### config.mk
export PLATFORM = sky130hd
export DESIGN_NAME = sodor_imem_responder
export DESIGN_NICKNAME = d
export VERILOG_FILES = /design/src/rtl/sodor_imem_responder.sv
export SDC_FILE = /design/constraint.sdc
export NUM_CORES = 1
export LEC_CHECK = 0
export CAP_MARGIN = 20
export CORE_UTILIZATION = 54
export CTS_BUF_LIST = sky130_fd_sc_hd__clkbuf_4
export CTS_CLUSTER_SIZE = 28
export DETAILED_ROUTE_END_ITERATION = 8
export GPL_TIMING_DRIVEN = 0
export PLACE_DENSITY = 0.74
export SLEW_MARGIN = 20
export SYNTH_ARGS = -nofsm -noshare
export SYNTH_HDL_FRONTEND = slang
export SYNTH_SLANG_ARGS = --single-unit
### constraint.sdc
create_clock -name clock -period 12.7 [get_ports clock]
set_clock_uncertainty 0.05 [all_clocks]
set_input_delay 2.54 -clock clock [delete_from_list [all_inputs] [get_ports clock]]
set_output_delay 2.54 -clock clock [all_outputs]
set_load 0.1 [all_outputs]
### src/rtl/sodor_imem_responder.sv
// -----------------------------------------------------------------------------
// sodor_imem_responder
//
// Instruction-memory responder for the Sodor 5-stage core's imem request port.
// A small word-addressed program store, loaded through a write port, answers
// core fetches after a fixed LATENCY. A flush kills every in-flight fetch except
// one accepted on the same edge.
//
// Handshake: a fetch is accepted on any posedge where req_valid && req_ready.
// req_ready is low only while reset is high. There is no response backpressure.
// resp_valid is therefore a one-cycle pulse, and at most LATENCY fetches are
// in flight.
//
// Ports
//   clock       in   1       single clock, all logic on posedge
//   reset       in   1       synchronous, active-high
//   req_valid   in   1       core fetch request valid
//   req_ready   out  1       responder can accept a request this cycle
//   req_addr    in   32      byte address of the fetch
//   resp_valid  out  1       fetch data valid this cycle
//   resp_data   out  32      instruction word
//   resp_addr   out  32      byte address the response answers
//   flush       in   1       discard all in-flight fetches
//   prog_we     in   1       program-store write enable
//   prog_addr   in   ADDR_W  word index to write
//   prog_data   in   32      word to write
//   fault       out  1       sticky: misaligned / out-of-range fetch accepted
//   resp_count  out  16      responses delivered since reset (wraps)
//
// Debug: the pipeline occupancy is exposed through dbg_stage_valid.
// -----------------------------------------------------------------------------
module sodor_imem_responder #(
    parameter int          ADDR_W   = 4,
    parameter int          LATENCY  = 1,
    parameter logic [31:0] NOP_INST = 32'h00000013
) (
    input  logic                clock,
    input  logic                reset,
    input  logic                req_valid,
    output logic                req_ready,
    input  logic [31:0]         req_addr,
    output logic                resp_valid,
    output logic [31:0]         resp_data,
    output logic [31:0]         resp_addr,
    input  logic                flush,
    input  logic                prog_we,
    input  logic [ADDR_W-1:0]   prog_addr,
    input  logic [31:0]         prog_data,
    output logic                fault,
    output logic [15:0]         resp_count,
    output logic [LATENCY-1:0]  dbg_stage_valid
);

    localparam int DEPTH = 1 << ADDR_W;

    if (LATENCY < 1 || LATENCY > 4) begin : g_bad_latency
        $error("sodor_imem_responder: LATENCY must be in 1..4");
    end
    if (ADDR_W < 1 || ADDR_W > 29) begin : g_bad_addr_w
        $error("sodor_imem_responder: ADDR_W must be in 1..29");
    end

    // The store keeps each word XORed with NOP_INST. Storage is never reset, so an
    // all-zero power-up image reads back as NOP_INST until a word is written.
    logic [31:0] store_q [DEPTH];

    logic              accept;
    logic              addr_bad;
    logic [ADDR_W-1:0] word_idx;
    logic [31:0]       rd_word;

    logic [LATENCY-1:0] stg_valid;
    logic [31:0]        stg_addr [LATENCY];
    logic [31:0]        stg_data [LATENCY];
    logic               fault_q;
    logic [15:0]        count_q;

    assign req_ready = !reset;
    assign accept    = req_valid && req_ready;
    assign word_idx  = req_addr[ADDR_W+1:2];
    assign addr_bad  = (req_addr[1:0] != 2'b00) || (req_addr[31:ADDR_W+2] != '0);

    // Sampled on the accept edge. A same-edge write therefore returns the old word.
    assign rd_word   = addr_bad ? NOP_INST : (store_q[word_idx] ^ NOP_INST);

    always_ff @(posedge clock) begin
        if (prog_we) begin
            store_q[prog_addr] <= prog_data ^ NOP_INST;
        end
    end

    always_ff @(posedge clock) begin
        if (reset) begin
            stg_valid <= '0;
            for (int i = 0; i < LATENCY; i++) begin
                stg_addr[i] <= 32'h0;
                stg_data[i] <= NOP_INST;
            end
            fault_q <= 1'b0;
            count_q <= 16'h0;
        end else begin
            // Stage 0 always takes the new accept. It is the redirect target when
            // flush is high, so flush never kills it.
            stg_valid[0] <= accept;
            stg_addr[0]  <= req_addr;
            stg_data[0]  <= rd_word;
            for (int i = 1; i < LATENCY; i++) begin
                stg_valid[i] <= stg_valid[i-1] && !flush;
                stg_addr[i]  <= stg_addr[i-1];
                stg_data[i]  <= stg_data[i-1];
            end
            if (accept && addr_bad) begin
                fault_q <= 1'b1;
            end
            // Counts the response presented during the cycle that ends at this edge.
            if (stg_valid[LATENCY-1]) begin
                count_q <= count_q + 16'd1;
            end
        end
    end

    assign resp_valid      = stg_valid[LATENCY-1];
    assign resp_data       = stg_data[LATENCY-1];
    assign resp_addr       = stg_addr[LATENCY-1];
    assign fault           = fault_q;
    assign resp_count      = count_q;
    assign dbg_stage_valid = stg_valid;

endmodule
* Word level (Yosys, flattened, before mapping)
Memories as Yosys holds them, arrays and structs flattened. Index checks and enable logic that the tools add are counted. W data, S select, Z words.
Cells by class: multiplexer cells 10, add/sub/neg operators 1, bitwise gates (word level) 2, reductions and logical operators 8
Operators with widths (number):
- $mux W32 | 3
- $reduce_or A32 Y1 | 2
- $reduce_bool A26 Y1 | 1
- $add A16 B1 Y16 const B | 1
- $mux W1 | 7
- $not A3 Y3 | 2
- $logic_and A1 B1 Y1 | 2
- $reduce_bool A2 Y1 | 1
- $logic_not A1 Y1 | 1
- $logic_or A1 B1 Y1 | 1
Storage, ports and cells: bits in writable memories 576, register bits 18, word-level logic and storage cells 27, memories kept 3, bits of input ports 73, output and inout port bits 84
Memory list:
- store_q | words 16, width 32, rd ports 1, clocked after Yosys merged registers in 0, wr ports 1, line 65 | logic [31:0] store_q [DEPTH];
- stg_addr | words 1, width 32, rd ports 1, clocked after Yosys merged registers in 0, wr ports 1, line 73 | logic [31:0] stg_addr [LATENCY];
- stg_data | words 1, width 32, rd ports 1, clocked after Yosys merged registers in 0, wr ports 1, line 74 | logic [31:0] stg_data [LATENCY];

* Depth between registers and ports, before layout
word-level depth 4, mapped depth 7, depth with buffers taken out 5

* Worst setup path after synthesis
Ideal clock, no wire load.
path type in2out, start input port reset, end output port req_ready, data arrival time 3.331 ns, setup slack 6.779 ns, path buffers 1, stages 2, path through clkbuf_1 > inv_1
Between the ends: word-level cells in the longest chain between the ends 1
Ends and longest elaborated chain:
- start: declaration | line 38 | input logic reset,
- $logic_not A1 Y1 | line 78 | assign req_ready = !reset;
- end: declaration | line 40 | output logic req_ready,
Every way passes these cells.

* Final worst setup path
Ends and elaborated chain as after synthesis.

==> metrics.md <==
| Metric | Value |
|---|---|
| Post-Syn Nets | about 1.1k |
| Top post-synthesis cells by area | edfxtp_1, mux4_2, dfxtp_1, a22oi_1, nor2b_1 |
| CP Data Required Time | around 10 ns |
| Mapped Area | ~22000 um2 |
| Setup_tns | 0 ns |
| Sinks on Clock Net | 594 |
| Largest net degree at the start of global routing | 20 |
| Placed instance count | between 1.5k and 2k |
| CTS tree | yes |
| Layout cells sized above 1 | 0.305 |
| Post-CTS Setup Inserts | 0 |
| R2r worst-path depth | 5 |
| Crit path max fanout | 10 |
| Area leader, netlist | edfxtp_1 |
| VDD IR max | around 110 uV |
| Clk_lat worst skew | between 0.8 and 0.9 ns |
| Critical Path AT | around 4.6 ns |
| Synth async-reset ratio | 0 |
| Final slew viol count | 0 |
| Row cnt | between 70 and 80 |
| Seq/Total Area, Yosys | 0.785 |
| Vias/cell | 5.85 |
| Status | finished clean |
| Post-Place Cell Area | 24500 um2 |
| Fmax | 139 MHz |
| Vias | 11.6k |
| Die Y | 202 um |
| Hold buffer count at cts | 0 |
| Hold Vio Cnt, Final | 0 |
| Port Buffer Count | ~150 |
| End of the worst hold path | fault |
| Drt pass-1 iters | 7 |
| Initial Utilization | 0.547 |
| Die outline area | 40900 um2 |
| Worst Setup End Kind | output pin |
| Worst r2r dst | resp_count[15] |
| Synthesized instance count | a little over 1k |
| Setup violators final | 0 |
| Gp weighted congestion | about 0.81 |
| Fin area | between 20000 and 30000 um2 |
| R2r setup slk | around 11 ns |
| Core box area | slightly below 40000 um2 |
| Non-Filler Instances | between 1.5k and 2k |
| Inserted Clock Buffers | ~150 |
| Leak | 8.65 nW |
| Number of global-route vias before repair | around 12k |
| Worst Hold Launch | fault |
| Nets | 1422 |
| Post-cts sizing count | 0 |
| Yosys top cell area share | 0.709 |
| WS Path Type | in2out |
| Final hold slack | 0.402 ns |
| I/O pin total | 157 |
| RSZ-0062 raised after global routing | no |
| GRT Util Overall | 0.246 |
| Max-cap violations | 0 |
| Number of synthesized flops with an enable pin | 512 |
| Synth Warn # | 0 |
| First-pass GRT wire length | 73300 um |
| Final Critical Period | 7.18 ns |
| FF+latch count, synth | 594 |
| PD cells | approximately 150 nW/um2 |
| Drt initial violations | between 1k and 1.5k |
| Final worst path period share | 0.565 |
| Worst Max-Slew Pin Slew | between 1 and 1.5 ns |
| Rel. slew slack | 0.320 |
| Area grow syn2layout | 22.0% |
| Clock Pin Slew Worst Setup and Hold Paths | roughly 0.060 ns |
| Setup crit start kind | input pin |
| Max Root-Sink Buffers | 3 |
| Avg Inst Size Synth | between 20 and 25 um2 |
| Prevailing post-synth register cell | edfxtp_1 |
| Initial antenna violation count | 2 |
| Hold path cells | 2 |
| Worst hold path type | reg2reg |
| WL final | ~50000 um |
| CTS Root Cell | clkbuf_4 |
| Dpl hpwl | around 31000 um |
| Post-synthesis cell type count | 32 |
| DR DRC count | 0 |
| GRT overflow | 0 |
| RR Startpoint | dbg_stage_valid |
| Wire per inst | between 20 and 25 um |
| Depth of the CTS H-tree | 4 |
| Number of nets still failing antenna checks after routing | 0 |
| Chip Width | 202 um |
[where the power goes]
part / leakage (nW) / internal (mW) / switching, mW
clock: 1.13 / 0.881 / 0.732
combinational: 2.22 / 0.0971 / 0.156
sequential: 5.30 / 2.16 / 0.00963
[worst max-delay path by stage]
| stage | start | to | slack [ns] |
|---|---|---|---|
| detailed placement | reset | req_ready | 5.52 |
| global placement | prog_we | store_q[0][1] | 3.93 |
| global route | reset | req_ready | 5.43 |
| floorplan | reset | req_ready | 6.78 |
| CTS | reset | req_ready | 5.52 |
| finish | reset | req_ready | 5.52 |
[per-layer routing]
| metal | part of all wire | up-vias | global-route usage |
|---|---|---|---|
| met3 | 0.081 | 72 | 0.0643 |
| met1 | 0.40 | 5979 | 0.322 |
| met2 | 0.50 | 592 | 0.404 |
| met5 | 0.00023 | - | 0 |
| li1 | - | 4946 | - |
| met4 | 0.017 | 2 | 0.0779 |
[registers in the layout, indices dropped and copies added (netlist names)]
name,cells
stg_data,32
store_q,512
dbg_stage_valid,1
resp_count,16
fault,1
stg_addr,32
[cell families (layout without fill, tap and decap cells)]
kind of cell               after synthesis  count (layout)  share of synthesized area
DFF                                    594             594                      0.785
muxes                                  129             129                      0.133
and+or+nand+nor                        117             117                     0.0291
AOI/OAI and AO/OA                       99              99                     0.0304
buffers and inverters                   61             502                     0.0160
xor gates and xnor gates                13              13                    0.00525
adders and majority gates                1               1                   0.000577
other                                    0               1                          0
[Yosys cell counts (8+ instances only)]
master,instances
edfxtp_1,512
mux4_2,128
dfxtp_1,82
a22oi_1,61
nor2b_1,37
a21oi_1,32
nor2_1,28
buf_2,19
clkbuf_1,14
buf_6,11
nor4_1,10
nand2_1,9
xnor2_1,9
nand3_1,8
nor3_1,8
[through the flow]
step	power (mW)	utilization	setup slack [ns]
after global routing	4.18	0.667	5.43
final	4.03	0.667	5.52
after CTS	4.06	0.667	5.52
after global placement	2.45	0.602	3.93
after detailed placement	2.46	0.619	5.52
after floorplan	2.36	-	6.78
[cell usage in the layout, fill, tap and decap left out, drive strengths merged]
master | synthesis | final
diode | 0 | 1
xnor2 | 9 | 9
mux2i | 1 | 1
clkinvlp | 0 | 1
nand4 | 6 | 6
clkbuf | 14 | 231
dfxtp | 82 | 82
a22oi | 61 | 61
nor4 | 11 | 11
bufinv | 0 | 5
nand3 | 8 | 8
nand2 | 9 | 9
mux4 | 128 | 128
or3 | 3 | 3
and3 | 1 | 1
nand2b | 2 | 2
or3b | 1 | 1
a21oi | 32 | 32
a31o | 3 | 3
nor3 | 8 | 8
inv | 7 | 11
clkdlybuf4s50 | 0 | 152
nor2b | 37 | 37
buf | 40 | 74
and2 | 1 | 1
o21ai | 3 | 3
xor2 | 4 | 4
ha | 1 | 1
edfxtp | 512 | 512
nor2 | 28 | 28
clkinv | 0 | 28
nand3b | 2 | 2
[critical path: stages]
cell             delay [ns]
clkdlybuf4s50_1        0.60
clkbuf_1               0.40
inv_1                  0.07
clkdlybuf4s50_1        0.98
[cell type report]
class | count | area [um2]
tap | 525 | 657
clock inverter | 38 | 280
clock buffer | 217 | 1630
buffer | 54 | 320
timing repair buffer | 186 | 2090
multi-input combinational | 359 | 4420
inverter | 7 | 26.3
sequential | 594 | 17000
antenna | 1 | 2.50
fill | 2561 | 13200
Note: power is estimated with default switching activity, not from simulation.
